**config.mk**
```make
export PLATFORM = sky130hd
export DESIGN_NAME = calc_cmd_issuer
export DESIGN_NICKNAME = d
export VERILOG_FILES = /design/src/rtl/calc_pkg.sv /design/src/rtl/calc_cmd_issuer.sv
export SDC_FILE = /design/constraint.sdc
export NUM_CORES = 1
export LEC_CHECK = 0
export CELL_PAD_IN_SITES_DETAIL_PLACEMENT = 0
export CELL_PAD_IN_SITES_GLOBAL_PLACEMENT = 1
export CORE_MARGIN = 8
export CORE_UTILIZATION = 38
export DETAILED_ROUTE_END_ITERATION = 8
export GPL_ROUTABILITY_DRIVEN = 0
export PLACE_DENSITY = 0.9
export SYNTH_ARGS = -nofsm -noshare
export SYNTH_HDL_FRONTEND = slang
export SYNTH_SLANG_ARGS = --single-unit
```
**constraint.sdc**
```tcl
create_clock -name clk -period 2.89 [get_ports clk]
set_clock_uncertainty 0.1 [all_clocks]
set_input_delay 0.4335 -clock clk [delete_from_list [all_inputs] [get_ports clk]]
set_output_delay 0.4335 -clock clk [all_outputs]
set_load 0.01 [all_outputs]
```
**src/rtl/calc_pkg.sv**
```systemverilog
// Shared opcode constants, issuer state encoding and the command legality rule
// for the 4-bit calculator command issuer.
package calc_pkg;

   localparam logic [2:0] OP_ADD = 3'b000;
   localparam logic [2:0] OP_SUB = 3'b001;
   localparam logic [2:0] OP_MUL = 3'b010;
   localparam logic [2:0] OP_DIV = 3'b011;
   localparam logic [2:0] OP_MOD = 3'b100;
   localparam logic [2:0] OP_NOT = 3'b101;

   // state      | meaning
   // ST_IDLE    | waiting for a command, cmd_ready high
   // ST_SETTLE  | calc_* driven, counting down the settle time
   // ST_RESP    | response held until the consumer takes it
   typedef enum logic [1:0] {
      ST_IDLE   = 2'b00,
      ST_SETTLE = 2'b01,
      ST_RESP   = 2'b10
   } state_t;

   // Opcodes 110/111 do not exist; div/mod by zero is screened out here so the
   // calculator never sees it.
   function automatic logic op_legal(input logic [2:0] oper, input logic [3:0] b);
      return (oper <= OP_NOT) && !(((oper == OP_DIV) || (oper == OP_MOD)) && (b == 4'd0));
   endfunction

endpackage

```
**src/rtl/calc_cmd_issuer.sv**
```systemverilog
// Accepts one calculator command at a time, rejects illegal ones, holds legal
// operands on the calculator for SETTLE_CYCLES and returns the captured result.
module calc_cmd_issuer
   import calc_pkg::*;
#(
   parameter int SETTLE_CYCLES = 1,
   parameter int CNT_W         = 8
) (
   input  logic             clk,
   input  logic             rst_n,
   input  logic             cmd_valid,
   output logic             cmd_ready,
   input  logic [3:0]       cmd_a,
   input  logic [3:0]       cmd_b,
   input  logic [2:0]       cmd_oper,
   output logic [3:0]       calc_a,
   output logic [3:0]       calc_b,
   output logic [2:0]       calc_oper,
   input  logic [7:0]       calc_out,
   output logic             rsp_valid,
   input  logic             rsp_ready,
   output logic [7:0]       rsp_result,
   output logic             rsp_err,
   output logic [CNT_W-1:0] issued_cnt,
   output logic [CNT_W-1:0] error_cnt
);

   localparam logic [3:0]       SETTLE_LOAD = 4'(SETTLE_CYCLES - 1);
   localparam logic [CNT_W-1:0] CNT_MAX     = {CNT_W{1'b1}};

   state_t           state_q, state_d;
   logic [3:0]       settle_q, settle_d;
   logic [3:0]       calc_a_q, calc_a_d;
   logic [3:0]       calc_b_q, calc_b_d;
   logic [2:0]       calc_oper_q, calc_oper_d;
   logic [7:0]       rsp_result_q, rsp_result_d;
   logic             rsp_err_q, rsp_err_d;
   logic [CNT_W-1:0] issued_q, issued_d;
   logic [CNT_W-1:0] error_q, error_d;
   logic             cmd_legal;

   assign cmd_legal = op_legal(cmd_oper, cmd_b);

   always_ff @(posedge clk or negedge rst_n) begin
      if (!rst_n) begin
         state_q      <= ST_IDLE;
         settle_q     <= 4'd0;
         calc_a_q     <= 4'd0;
         calc_b_q     <= 4'd0;
         calc_oper_q  <= OP_ADD;
         rsp_result_q <= 8'h00;
         rsp_err_q    <= 1'b0;
         issued_q     <= '0;
         error_q      <= '0;
      end else begin
         state_q      <= state_d;
         settle_q     <= settle_d;
         calc_a_q     <= calc_a_d;
         calc_b_q     <= calc_b_d;
         calc_oper_q  <= calc_oper_d;
         rsp_result_q <= rsp_result_d;
         rsp_err_q    <= rsp_err_d;
         issued_q     <= issued_d;
         error_q      <= error_d;
      end
   end

   always_comb begin
      state_d = state_q;
      case (state_q)
         ST_IDLE:   if (cmd_valid) state_d = cmd_legal ? ST_SETTLE : ST_RESP;
         ST_SETTLE: if (settle_q == 4'd0) state_d = ST_RESP;
         ST_RESP:   if (rsp_ready) state_d = ST_IDLE;
         default:   state_d = ST_IDLE;
      endcase
   end

   // Datapath registers follow the FSM; everything holds unless touched here.
   always_comb begin
      settle_d     = settle_q;
      calc_a_d     = calc_a_q;
      calc_b_d     = calc_b_q;
      calc_oper_d  = calc_oper_q;
      rsp_result_d = rsp_result_q;
      rsp_err_d    = rsp_err_q;
      issued_d     = issued_q;
      error_d      = error_q;
      case (state_q)
         ST_IDLE: begin
            if (cmd_valid) begin
               if (cmd_legal) begin
                  calc_a_d    = cmd_a;
                  calc_b_d    = cmd_b;
                  calc_oper_d = cmd_oper;
                  settle_d    = SETTLE_LOAD;
                  rsp_err_d   = 1'b0;
                  if (issued_q != CNT_MAX) issued_d = issued_q + CNT_W'(1);
               end else begin
                  rsp_err_d    = 1'b1;
                  rsp_result_d = 8'h00;
                  if (error_q != CNT_MAX) error_d = error_q + CNT_W'(1);
               end
            end
         end
         ST_SETTLE: begin
            if (settle_q == 4'd0) rsp_result_d = calc_out;
            else                  settle_d     = settle_q - 4'd1;
         end
         default: ;
      endcase
   end

   always_comb begin
      cmd_ready = (state_q == ST_IDLE);
      rsp_valid = (state_q == ST_RESP);
   end

   assign calc_a     = calc_a_q;
   assign calc_b     = calc_b_q;
   assign calc_oper  = calc_oper_q;
   assign rsp_result = rsp_result_q;
   assign rsp_err    = rsp_err_q;
   assign issued_cnt = issued_q;
   assign error_cnt  = error_q;

endmodule

```
[Yosys cells after proc, flatten, opt, wreduce, memory -nomap -nowiden]
Cells that the tools add are included.
W data, S select, Z words.
Cells by class
  multiplexer cells: 14
  $lt $le $gt $ge: 1
  add/subtract/negate cells: 3
  equality and inequality tests: 12
  bitwise gates (word level): 1
  reductions and logical operators: 15
Operators by type and width (count)
  $mux W8: 3
  $add A8 B1 Y8 const B: 2
  $ne A8 B8 Y1 const B: 2
  $pmux W8 S2: 1
  $reduce_and A4 Y1: 4
  $mux W4: 3
  $logic_not A4 Y1: 2
  $mux W2: 4
  $ne A2 B2 Y1 const B: 4
  $pmux W4 S2: 1
  $pmux W2 S3: 1
  $reduce_and A3 Y1: 2
  $ne A2 B1 Y1 const B: 2
  $sub A4 B1 Y4 const B: 1
  $eq A3 B2 Y1 const B: 1
  $eq A3 B3 Y1 const B: 1
  $le A3 B3 Y1 const B: 1
  $eq A2 B1 Y1 const B: 1
  $eq A2 B2 Y1 const B: 1
  $logic_and A1 B1 Y1: 2
  $logic_not A2 Y1: 1
  $reduce_and A2 Y1: 1
  $reduce_bool A2 Y1: 1
  $logic_not A1 Y1: 1
  other kinds (3): 3
Word-level totals
  output and inout port bits: 38
  logic and storage cells: 55
  register bits after elaboration: 42

[Depth between registers and ports, before layout]
Gate-level depths: netlist of the first run.
  depth after elaboration: 8
  mapped depth: 7

[Worst setup path before layout of the first run]
OpenSTA, ideal clock, no wires.
  path kind: reg-to-reg
  start: reg error_q[0] (netlist: error_cnt[0])
  end: reg error_q[1] (netlist: error_cnt[1])
  stages on the path, launching flop included: 6
  library setup time: 128 ps
  data arrival time: 1793 ps
  buffers on the path: 0
  clock period less this slack: 2020 ps
  setup slack: 870 ps
  path through: dfrtp_1 -> ha_1 -> and3_1 -> a311o_1 -> nor3_4 -> mux2_1
Between the ends
  longest elaborated chain between the ends: 2
  elaborated cells on any way between the ends: 3
Ends and longest elaborated chain
  start, declared: RTL line calc_cmd_issuer.sv:39  | logic [CNT_W-1:0] error_q, error_d;
  start signal, assigned: RTL line calc_cmd_issuer.sv:64  | error_q <= error_d;
  parallel branches: the longest is 2 deep, another holds $add A8 B1 Y8
Parallel ways; which one is timed is not known.
A chain may end at the register's enable or synchronous reset.

[Final worst setup path of the first run]
  start: reg state_q[0]
  end: out cmd_ready
Between the ends
  longest elaborated chain between the ends: 1
Ends and longest elaborated chain
  start, declared: RTL line calc_cmd_issuer.sv:31  | state_t state_q, state_d;
  start signal, assigned: RTL line calc_cmd_issuer.sv:56  | state_q <= state_d;
  $logic_not A2 Y1: RTL line calc_cmd_issuer.sv:114  | cmd_ready = (state_q == ST_IDLE);
  end, declared: RTL line calc_cmd_issuer.sv:12  | output logic cmd_ready,
Every way passes these cells.

==> flow_summary.html, run 1 <==
<table>
<tr><th>Metric</th><th>Value</th></tr>
<tr><th colspan="2">Outcome</th></tr>
<tr><td>Result of the run</td><td>finished clean</td></tr>
<tr><th colspan="2">Worst setup path</th></tr>
<tr><td>Data required time of the worst path</td><td>2360 ps</td></tr>
<tr><td>Setup crit end kind</td><td>primary output</td></tr>
<tr><td>Setup slack of the worst register-to-register path</td><td>760 ps</td></tr>
<tr><td>FF-to-FF Start</td><td>error_cnt[0]</td></tr>
<tr><td>Crit path from</td><td>state_q[0]</td></tr>
<tr><td>Critical Path Slowest Stage Cell</td><td>sky130_fd_sc_hd__clkdlybuf4s50_1</td></tr>
<tr><td>Path type of the worst setup path</td><td>reg -&gt; out</td></tr>
<tr><td>CP top delay family</td><td>buffers and inverters</td></tr>
<tr><td>CP startpoint kind</td><td>flip-flop</td></tr>
<tr><td>Combined buffer and inverter count along the critical path</td><td>1</td></tr>
<tr><td>Highest fanout seen on the critical path</td><td>16</td></tr>
<tr><td>Cells along the critical path</td><td>nor2_1 &gt; clkdlybuf4s50_1</td></tr>
<tr><td>Worst stage delay on the critical path</td><td>580 ps</td></tr>
<tr><td>Number of cells traversed by the worst register-to-register path</td><td>5</td></tr>
<tr><td>Arrival time at the worst endpoint</td><td>1650 ps</td></tr>
<tr><td>Endpoint of the worst-slack reg-to-reg timing path</td><td>error_cnt[1]</td></tr>
<tr><th colspan="2">GRT</th></tr>
<tr><td>Antenna violations before repair</td><td>0</td></tr>
<tr><td>Busiest layer in global routing</td><td>met2</td></tr>
<tr><td>GR met3 Demand/Resource</td><td>4.221%</td></tr>
<tr><td>Global-route wire length before repair</td><td>7734 um</td></tr>
<tr><td>GRT met2 Usage</td><td>20.66%</td></tr>
<tr><td>Met1 track demand over resource</td><td>15.11%</td></tr>
<tr><td>Vias in the first global route</td><td>1597</td></tr>
<tr><td>All-layer global routing usage</td><td>12.54%</td></tr>
<tr><td>Largest net degree at the start of global routing</td><td>43</td></tr>
<tr><td>Congestion Overflow GR</td><td>0</td></tr>
<tr><th colspan="2">Floorplan</th></tr>
<tr><td>Horizontal die dimension</td><td>88.08 um</td></tr>
<tr><td>Placeable Area</td><td>5075 um2</td></tr>
<tr><td>Starting density of the core</td><td>38.91%</td></tr>
<tr><td>Die Footprint</td><td>7758 um2</td></tr>
<tr><td>Cell row count</td><td>26</td></tr>
<tr><td>Die extent in y</td><td>88.08 um</td></tr>
<tr><td>Num ports</td><td>61</td></tr>
<tr><th colspan="2">Layout</th></tr>
<tr><td>Final cell count without fillers</td><td>318</td></tr>
<tr><td>Fraction of final layout cells sized beyond drive strength 1</td><td>8.468%</td></tr>
<tr><td>Leading cell type in the layout, fill and taps excluded</td><td>sky130_fd_sc_hd__clkdlybuf4s50_1</td></tr>
<tr><td>Post-layout utilization of the core</td><td>54.12%</td></tr>
<tr><td>Synthesis-to-finish area growth</td><td>39.10%</td></tr>
<tr><td>Net count, final</td><td>274</td></tr>
<tr><td>Final antenna diode count</td><td>0</td></tr>
<tr><td>Leading cell types in the layout, fill and taps excluded</td><td>59 x sky130_fd_sc_hd__clkdlybuf4s50_1, 42 x sky130_fd_sc_hd__dfrtp_1, 41 x sky130_fd_sc_hd__nand2_1, 16 x sky130_fd_sc_hd__a22o_1, 10 x sky130_fd_sc_hd__nor2_1</td></tr>
<tr><th colspan="2">Routing</th></tr>
<tr><td>Routed via count</td><td>1592</td></tr>
<tr><td>Iteration count of the initial detailed-routing pass</td><td>4</td></tr>
<tr><td>Detail Route Antenna Nets</td><td>0</td></tr>
<tr><td>Drc violations</td><td>0</td></tr>
<tr><td>Routed length per placed instance</td><td>14.40 um</td></tr>
<tr><td>Iteration-0 DRC Markers</td><td>55</td></tr>
<tr><td>Wire length reported by the detailed router</td><td>4580 um</td></tr>
<tr><td>Post-detailed-route via-to-cell ratio</td><td>5.006</td></tr>
<tr><th colspan="2">Power and ir drop</th></tr>
<tr><td>Share of power burned in the clock network</td><td>18.1%</td></tr>
<tr><td>Areal power density over the cells</td><td>892.2 nW/um2</td></tr>
<tr><td>Leakage power total</td><td>0.001251 uW</td></tr>
<tr><td>Portion of total power attributed to sequential cells</td><td>40.6%</td></tr>
<tr><td>Sw power</td><td>807.8 uW</td></tr>
<tr><td>Cell internal pwr</td><td>1643 uW</td></tr>
<tr><td>Share of total power consumed by net switching</td><td>32.97%</td></tr>
<tr><td>Combinational cell fraction of total power</td><td>41.3%</td></tr>
<tr><td>Highest ir drop seen on vdd</td><td>0.4507 mV</td></tr>
<tr><th colspan="2">Timing</th></tr>
<tr><td>Hold Vio Cnt, Final</td><td>0</td></tr>
<tr><td>Tightest Pin Transition</td><td>909.1 ps</td></tr>
<tr><td>Endpoints failing setup</td><td>0</td></tr>
<tr><td>Slew headroom</td><td>39.39%</td></tr>
<tr><td>RSZ-0062 raised after global routing</td><td>no</td></tr>
<tr><td>Slew Viols, Final</td><td>0</td></tr>
<tr><td>Total negative setup slack</td><td>0 ps</td></tr>
<tr><td>Final critical-path required period</td><td>2180 ps</td></tr>
<tr><td>Final cycle utilization of the critical path</td><td>75.42%</td></tr>
<tr><td>Highest achievable clock rate</td><td>458.8 MHz</td></tr>
<tr><th colspan="2">Synthesis</th></tr>
<tr><td>Leading area contributor after synthesis</td><td>sky130_fd_sc_hd__dfrtp_1</td></tr>
<tr><td>Synth top area share</td><td>53.23%</td></tr>
<tr><td>Synth unique cells</td><td>39</td></tr>
<tr><td>Cells after Synth</td><td>184</td></tr>
<tr><td>Post-Synthesis Net Count</td><td>211</td></tr>
<tr><td>Sequential element share of the synthesized area</td><td>53.23%</td></tr>
<tr><td>Flops &amp; latches, synth</td><td>42</td></tr>
<tr><td>Largest cells by area after synthesis</td><td>sky130_fd_sc_hd__dfrtp_1 53%, sky130_fd_sc_hd__nand2_1 7.8%, sky130_fd_sc_hd__a22o_1 7.1%</td></tr>
<tr><td>Share of flip-flops with an asynchronous set or reset</td><td>100.0%</td></tr>
<tr><td>Number of warnings reported in the yosys synthesis log</td><td>0</td></tr>
<tr><td>Syn Area/Cell</td><td>10.73 um2</td></tr>
<tr><td>Number of enable-type register cells in the synthesized netlist</td><td>0</td></tr>
<tr><td>Leading register cell type out of synthesis</td><td>sky130_fd_sc_hd__dfrtp_1</td></tr>
<tr><td>Synthesized cell area</td><td>1974 um2</td></tr>
<tr><th colspan="2">Clock network</th></tr>
<tr><td>CTS clk-pin slew, worst paths</td><td>70 ps</td></tr>
<tr><td>Clk Latency, worst-skew pair</td><td>290 ps</td></tr>
<tr><td>Hold buffers post-CTS</td><td>0</td></tr>
<tr><td>Sink Count</td><td>42</td></tr>
<tr><td>Post-CTS resize count</td><td>0</td></tr>
<tr><td>Number of buffers created by CTS</td><td>5</td></tr>
<tr><td>Total setup buffers inserted after CTS</td><td>0</td></tr>
<tr><td>Clock Root Buffer</td><td>sky130_fd_sc_hd__clkbuf_8</td></tr>
<tr><td>H-tree depth reported by CTS</td><td>2</td></tr>
<tr><td>Buffer depth of the longest clock path</td><td>2</td></tr>
<tr><td>Clock tree from TritonCTS</td><td>done</td></tr>
<tr><th colspan="2">Placed design</th></tr>
<tr><td>Count of port buffers added during placement</td><td>60</td></tr>
<tr><td>Half-perimeter wire length after detailed placement</td><td>3457 um</td></tr>
<tr><td>Number of placed instances, taps included</td><td>310</td></tr>
<tr><th colspan="2">Job</th></tr>
<tr><td>Max Cap Violations</td><td>0</td></tr>
<tr><th colspan="2">Hold path</th></tr>
<tr><td>Worst min path class</td><td>in -&gt; async</td></tr>
</table>
-- layer usage --
metal	vias up	wire, um
met5	-	0
met4	0	41
met3	4	369
met2	52	2145
met1	770	2024
li1	766	-
-- worst max path at each step --
| stage | to | slack [ps] | depth (start not counted) |
|---|---|---|---|
| finish | cmd_ready | 710 | 2 |
| global route | rsp_valid | 630 | 2 |
| CTS | cmd_ready | 700 | 2 |
| detailed placement | error_cnt[1] | 440 | 5 |
| global placement | error_cnt[1] | 480 | 5 |
| floorplan | error_cnt[1] | 870 | 5 |
-- stage by stage --
stage / setup WS, ps / total power (uW) / area (um2) / hold slack (ps)
floorplan: 869.6 / 1447 / 1974 / 37.91
global placement: 483.8 / 2006 / 2640 / 357.9
detailed placement: 436.7 / 2031 / 2640 / 366.8
CTS: 702.5 / 2484 / 2746 / 218.1
global route: 627.9 / 2622 / 2746 / 245.6
finish: 710.4 / 2450 / 2746 / 177.9
-- power groups by stage --
stage	clock network [uW]	logic (uW)	registers, uW
2_1_floorplan	0	395	1050
3_3_place_gp	0	1010	997
3_5_place_dp	0	1030	1000
4_1_cts	458	1030	994
5_1_grt	483	1110	1030
6_report	444	1010	995
-- synth_stat cells (4+ instances only) --
cell type	instances
sky130_fd_sc_hd__dfrtp_1	42
sky130_fd_sc_hd__nand2_1	41
sky130_fd_sc_hd__a22o_1	16
sky130_fd_sc_hd__nor2_1	10
sky130_fd_sc_hd__nor3_1	6
sky130_fd_sc_hd__xnor2_1	6
sky130_fd_sc_hd__xor2_1	6
sky130_fd_sc_hd__and3_1	4
sky130_fd_sc_hd__ha_1	4
sky130_fd_sc_hd__inv_1	4
sky130_fd_sc_hd__nand4_1	4
-- cells by family after synthesis --
| kind of cell | count (synthesis) | synth area share [%] |
|---|---|---|
| AOI/OAI and AO/OA | 34 | 14.51 |
| xor gates and xnor gates | 12 | 5.323 |
| adders and majority gates | 4 | 2.535 |
| buffers and inverters | 10 | 2.408 |
| DFF | 42 | 53.23 |
| muxes | 3 | 1.901 |
| and+or+nand+nor | 79 | 20.09 |
-- flip-flops by register name, summed over array words and instances (netlist names) --
| signal | cells |
|---|---|
| error_cnt | 8 |
| rsp_err | 1 |
| state_q | 2 |
| calc_b | 4 |
| rsp_result | 8 |
| settle_q | 4 |
| issued_cnt | 8 |
| calc_oper | 3 |
| calc_a | 4 |
-- layout make-up --
| class | count | area (um2) |
|---|---|---|
| Clock buffer | 7 | 76.32 |
| Clock inverter | 1 | 30.03 |
| Fill cell | 473 | 2328 |
| Inverter | 4 | 15.01 |
| Multi-Input combinational cell | 132 | 875.8 |
| Sequential cell | 42 | 1051 |
| Tap cell | 70 | 87.58 |
| Timing Repair Buffer | 62 | 610.6 |
(Power assumes the default switching activity.)
==> run 2, diff against run 1 <==
--- a/config.mk
+++ b/config.mk
@@ -8,10 +8,10 @@
 export CELL_PAD_IN_SITES_DETAIL_PLACEMENT = 0
 export CELL_PAD_IN_SITES_GLOBAL_PLACEMENT = 1
 export CORE_MARGIN = 8
-export CORE_UTILIZATION = 38
+export CORE_UTILIZATION = 32
 export DETAILED_ROUTE_END_ITERATION = 8
 export GPL_ROUTABILITY_DRIVEN = 0
-export PLACE_DENSITY = 0.9
+export PLACE_DENSITY = 0.81
 export SYNTH_ARGS = -nofsm -noshare
 export SYNTH_HDL_FRONTEND = slang
 export SYNTH_SLANG_ARGS = --single-unit
==> constraint.sdc (replaced) <==
create_clock -name clk -period 1.81 [get_ports clk]
set_clock_uncertainty 0.1 [all_clocks]
set_input_delay 0.2715 -clock clk [delete_from_list [all_inputs] [get_ports clk]]
set_output_delay 0.2715 -clock clk [all_outputs]
set_load 0.01 [all_outputs]
==> run 2 against run 1 <==
Against the previous run:
- the run now ends with negative setup slack left
- critical path depth grew 4
- sequential share of layout area is 3.1 points lower
- worst hold slack better by 15 ps
- total power is 64% higher
- combinational power is 84% higher
- flip-flop and latch count unchanged
==> flow_summary.html, run 2 (synthesized netlist as in run 1, its figures left out) <==
<table>
<tr><th>Metric</th><th>Value</th></tr>
<tr><th colspan="2">Timing</th></tr>
<tr><td>Final cycle utilization of the critical path</td><td>103.9%</td></tr>
<tr><td>Slew Viols, Final</td><td>0 (unchanged)</td></tr>
<tr><td>Final critical-path required period</td><td>1881 ps</td></tr>
<tr><td>RSZ-0062 raised after global routing</td><td>yes</td></tr>
<tr><td>Hold Vio Cnt, Final</td><td>0 (unchanged)</td></tr>
<tr><td>Final worst slack</td><td>-71.49 ps (-781.9 ps)</td></tr>
<tr><td>Highest achievable clock rate</td><td>531.5 MHz</td></tr>
<tr><td>Tightest Pin Transition</td><td>538.7 ps (-370.4 ps)</td></tr>
<tr><td>Slew headroom</td><td>64.09% (+25 points)</td></tr>
<tr><td>Endpoints failing setup</td><td>4 (+4)</td></tr>
<tr><th colspan="2">Clock network</th></tr>
<tr><td>Sink Count</td><td>42 (unchanged)</td></tr>
<tr><td>CTS clk-pin slew, worst paths</td><td>80 ps (about the same)</td></tr>
<tr><td>Clock tree from TritonCTS</td><td>done</td></tr>
<tr><td>Clk Latency, worst-skew pair</td><td>290 ps (about the same)</td></tr>
<tr><td>Number of buffers created by CTS</td><td>5 (unchanged)</td></tr>
<tr><td>Clock Root Buffer</td><td>sky130_fd_sc_hd__clkbuf_8</td></tr>
<tr><td>H-tree depth reported by CTS</td><td>2 (unchanged)</td></tr>
<tr><td>Buffer depth of the longest clock path</td><td>2 (unchanged)</td></tr>
<tr><th colspan="2">Floorplan</th></tr>
<tr><td>Die Footprint</td><td>8940 um2 (+15%)</td></tr>
<tr><td>Num ports</td><td>61 (unchanged)</td></tr>
<tr><td>Cell row count</td><td>28 (+7.7%)</td></tr>
<tr><td>Die extent in y</td><td>94.55 um (+7.3%)</td></tr>
<tr><td>Placeable Area</td><td>5956 um2 (+17%)</td></tr>
<tr><td>Starting density of the core</td><td>33.15% (-5.8 points)</td></tr>
<tr><td>Horizontal die dimension</td><td>94.55 um (+7.3%)</td></tr>
<tr><th colspan="2">Placed design</th></tr>
<tr><td>Setup slack at placement</td><td>-435.2 ps (-871.9 ps)</td></tr>
<tr><td>Count of port buffers added during placement</td><td>60 (unchanged)</td></tr>
<tr><td>Half-perimeter wire length after detailed placement</td><td>3609 um (+4.4%)</td></tr>
<tr><td>Post-Place Cell Area</td><td>2793 um2 (+5.8%)</td></tr>
<tr><th colspan="2">Power and ir drop</th></tr>
<tr><td>Highest ir drop seen on vdd</td><td>0.7591 mV (+68%)</td></tr>
<tr><td>Areal power density over the cells</td><td>1342 nW/um2 (+50%)</td></tr>
<tr><td>Leakage power total</td><td>0.001402 uW (+12%)</td></tr>
<tr><th colspan="2">GRT</th></tr>
<tr><td>Congestion Overflow GR</td><td>0 (unchanged)</td></tr>
<tr><td>All-layer global routing usage</td><td>11.74% (-0.80 points)</td></tr>
<tr><td>Global-route wire length before repair</td><td>8418 um (+8.8%)</td></tr>
<tr><td>Antenna violations before repair</td><td>0 (unchanged)</td></tr>
<tr><td>Largest net degree at the start of global routing</td><td>43 (unchanged)</td></tr>
<tr><td>Vias in the first global route</td><td>1731 (+8.4%)</td></tr>
<tr><th colspan="2">Routing</th></tr>
<tr><td>Drc violations</td><td>0 (unchanged)</td></tr>
<tr><td>Routed length per placed instance</td><td>14.68 um (+1.9%)</td></tr>
<tr><td>Detail Route Antenna Nets</td><td>0 (unchanged)</td></tr>
<tr><td>Iteration-0 DRC Markers</td><td>65 (+18%)</td></tr>
<tr><td>Iteration count of the initial detailed-routing pass</td><td>4 (unchanged)</td></tr>
<tr><td>Post-detailed-route via-to-cell ratio</td><td>4.878 (-2.6%)</td></tr>
<tr><td>Routed via count</td><td>1683 (+5.7%)</td></tr>
<tr><td>Wire length reported by the detailed router</td><td>5065 um (+11%)</td></tr>
<tr><th colspan="2">Layout</th></tr>
<tr><td>Combined area of the multi-input logic cells</td><td>938.4 um2 (+7.1%)</td></tr>
<tr><td>Net count, final</td><td>298 (+8.8%)</td></tr>
<tr><td>Synthesis-to-finish area growth</td><td>51.39%</td></tr>
<tr><td>Leading cell type in the layout, fill and taps excluded</td><td>sky130_fd_sc_hd__clkdlybuf4s50_1</td></tr>
<tr><td>Leading cell types in the layout, fill and taps excluded</td><td>53 x sky130_fd_sc_hd__clkdlybuf4s50_1, 42 x sky130_fd_sc_hd__dfrtp_1, 38 x sky130_fd_sc_hd__nand2_1, 21 x sky130_fd_sc_hd__buf_4, 16 x sky130_fd_sc_hd__a22o_1</td></tr>
<tr><td>Final antenna diode count</td><td>0 (unchanged)</td></tr>
<tr><td>Final std cell area, no fill</td><td>2989 um2 (+8.8%)</td></tr>
<tr><td>Sequential cell area in the final layout</td><td>1051 um2 (unchanged)</td></tr>
<tr><td>Filler cell count</td><td>561 (+19%)</td></tr>
<tr><td>Fraction of final layout cells sized beyond drive strength 1</td><td>20.37% (+12 points)</td></tr>
<tr><th colspan="2">Hold path</th></tr>
<tr><td>Worst min path class</td><td>in -&gt; reg</td></tr>
<tr><td>Critical hold path startpoint</td><td>cmd_b[1]</td></tr>
<tr><th colspan="2">Outcome</th></tr>
<tr><td>Violated checks</td><td>negative setup slack</td></tr>
<tr><td>Result of the run</td><td>complete, but fails checks</td></tr>
<tr><th colspan="2">Worst setup path</th></tr>
<tr><td>Highest fanout seen on the critical path</td><td>2 (-14)</td></tr>
<tr><td>Setup crit end kind</td><td>flip-flop</td></tr>
<tr><td>CP startpoint kind</td><td>flip-flop</td></tr>
<tr><td>Path type of the worst setup path</td><td>reg -&gt; reg</td></tr>
<tr><td>FF-to-FF Start</td><td>error_cnt[0]</td></tr>
<tr><td>Crit path from</td><td>error_cnt[0]</td></tr>
<tr><td>Data required time of the worst path</td><td>1890 ps (-470 ps)</td></tr>
<tr><td>Arrival time at the worst endpoint</td><td>1960 ps (+310 ps)</td></tr>
<tr><th colspan="2">Job</th></tr>
<tr><td>Max Cap Violations</td><td>0 (unchanged)</td></tr>
</table>
==> run 2: routing by layer <==
metal / track usage, % / wire length, um / up-vias
li1: - / - / 813
met1: 14.77 / 2424 / 813
met2: 18.71 / 2236 / 55
met3: 4.365 / 389 / 2
met4: 2.731 / 14 / 0
met5: 0 / 0 / -
==> run 2: critical path: stages (launching register included) <==
cell,delay (ps)
sky130_fd_sc_hd__dfrtp_1,390
sky130_fd_sc_hd__ha_2,200
sky130_fd_sc_hd__and3_4,160
sky130_fd_sc_hd__a311o_1,300
sky130_fd_sc_hd__nor3_4,210
sky130_fd_sc_hd__buf_6,140
sky130_fd_sc_hd__mux2_4,280
==> run 2: repair_timing <==
action,in CTS,in global routing
setup endpoints to repair,20,27
buffers inserted,4,1
hold endpoints to repair,42,0
gates cloned,0,0
pin swaps,14,5
resized for setup,16,4
hold buffers,1,0
==> run 2: power by group <==
group	leakage, uW	total, uW	switching, uW	internal, uW
combinational	0.000823	1860	792	1070
clock	0.0000431	610	315	295
sequential	0.000536	1540	265	1270
==> run 2: layout make-up <==
type / count / share of cell area, %
inverter: 4 / 0.5023
tap: 75 / 3.139
timing repair buffer: 86 / 27.04
sequential: 42 / 35.16
clock buffer: 6 / 2.763
multi-input combinational: 132 / 31.39
==> run 2: final timing paths <==
path | endpoint | slack (ps) | cells after the start
max | error_cnt[1] | -70 | 6
min | calc_b[1] | 190 | 3
max reg2reg | error_cnt[1] | -70 | 6
min reg2reg | calc_b[1] | 380 | 2
max in group asynchronous | settle_q[0] | 760 | 3
min in group asynchronous | error_cnt[6] | 480 | 3
==> run 2: stage by stage <==
step | total power, uW | hold WS (ps) | TNS (ps) | cells | utilization [%]
after global routing | 4290 | 235.1 | -516.3 | 345 | 50.19
after CTS | 4029 | 286.6 | -318.5 | 344 | 49.75
after detailed placement | 3376 | 287.2 | -13070 | 333 | 46.89
after floorplan | 2329 | -124.1 | -739.4 | 184 | -
after global placement | 3344 | 276.8 | -12130 | 333 | 46.89
final | 4012 | 193.1 | -182.9 | 345 | 50.19
==> run 3, diff against run 2 <==
--- a/config.mk
+++ b/config.mk
@@ -12,6 +12,7 @@
 export DETAILED_ROUTE_END_ITERATION = 8
 export GPL_ROUTABILITY_DRIVEN = 0
 export PLACE_DENSITY = 0.81
+export SLEW_MARGIN = 25
 export SYNTH_ARGS = -nofsm -noshare
 export SYNTH_HDL_FRONTEND = slang
 export SYNTH_SLANG_ARGS = --single-unit
==> results of run 3 <==
Final layout, timing and power as in run 2 (identical DEF).
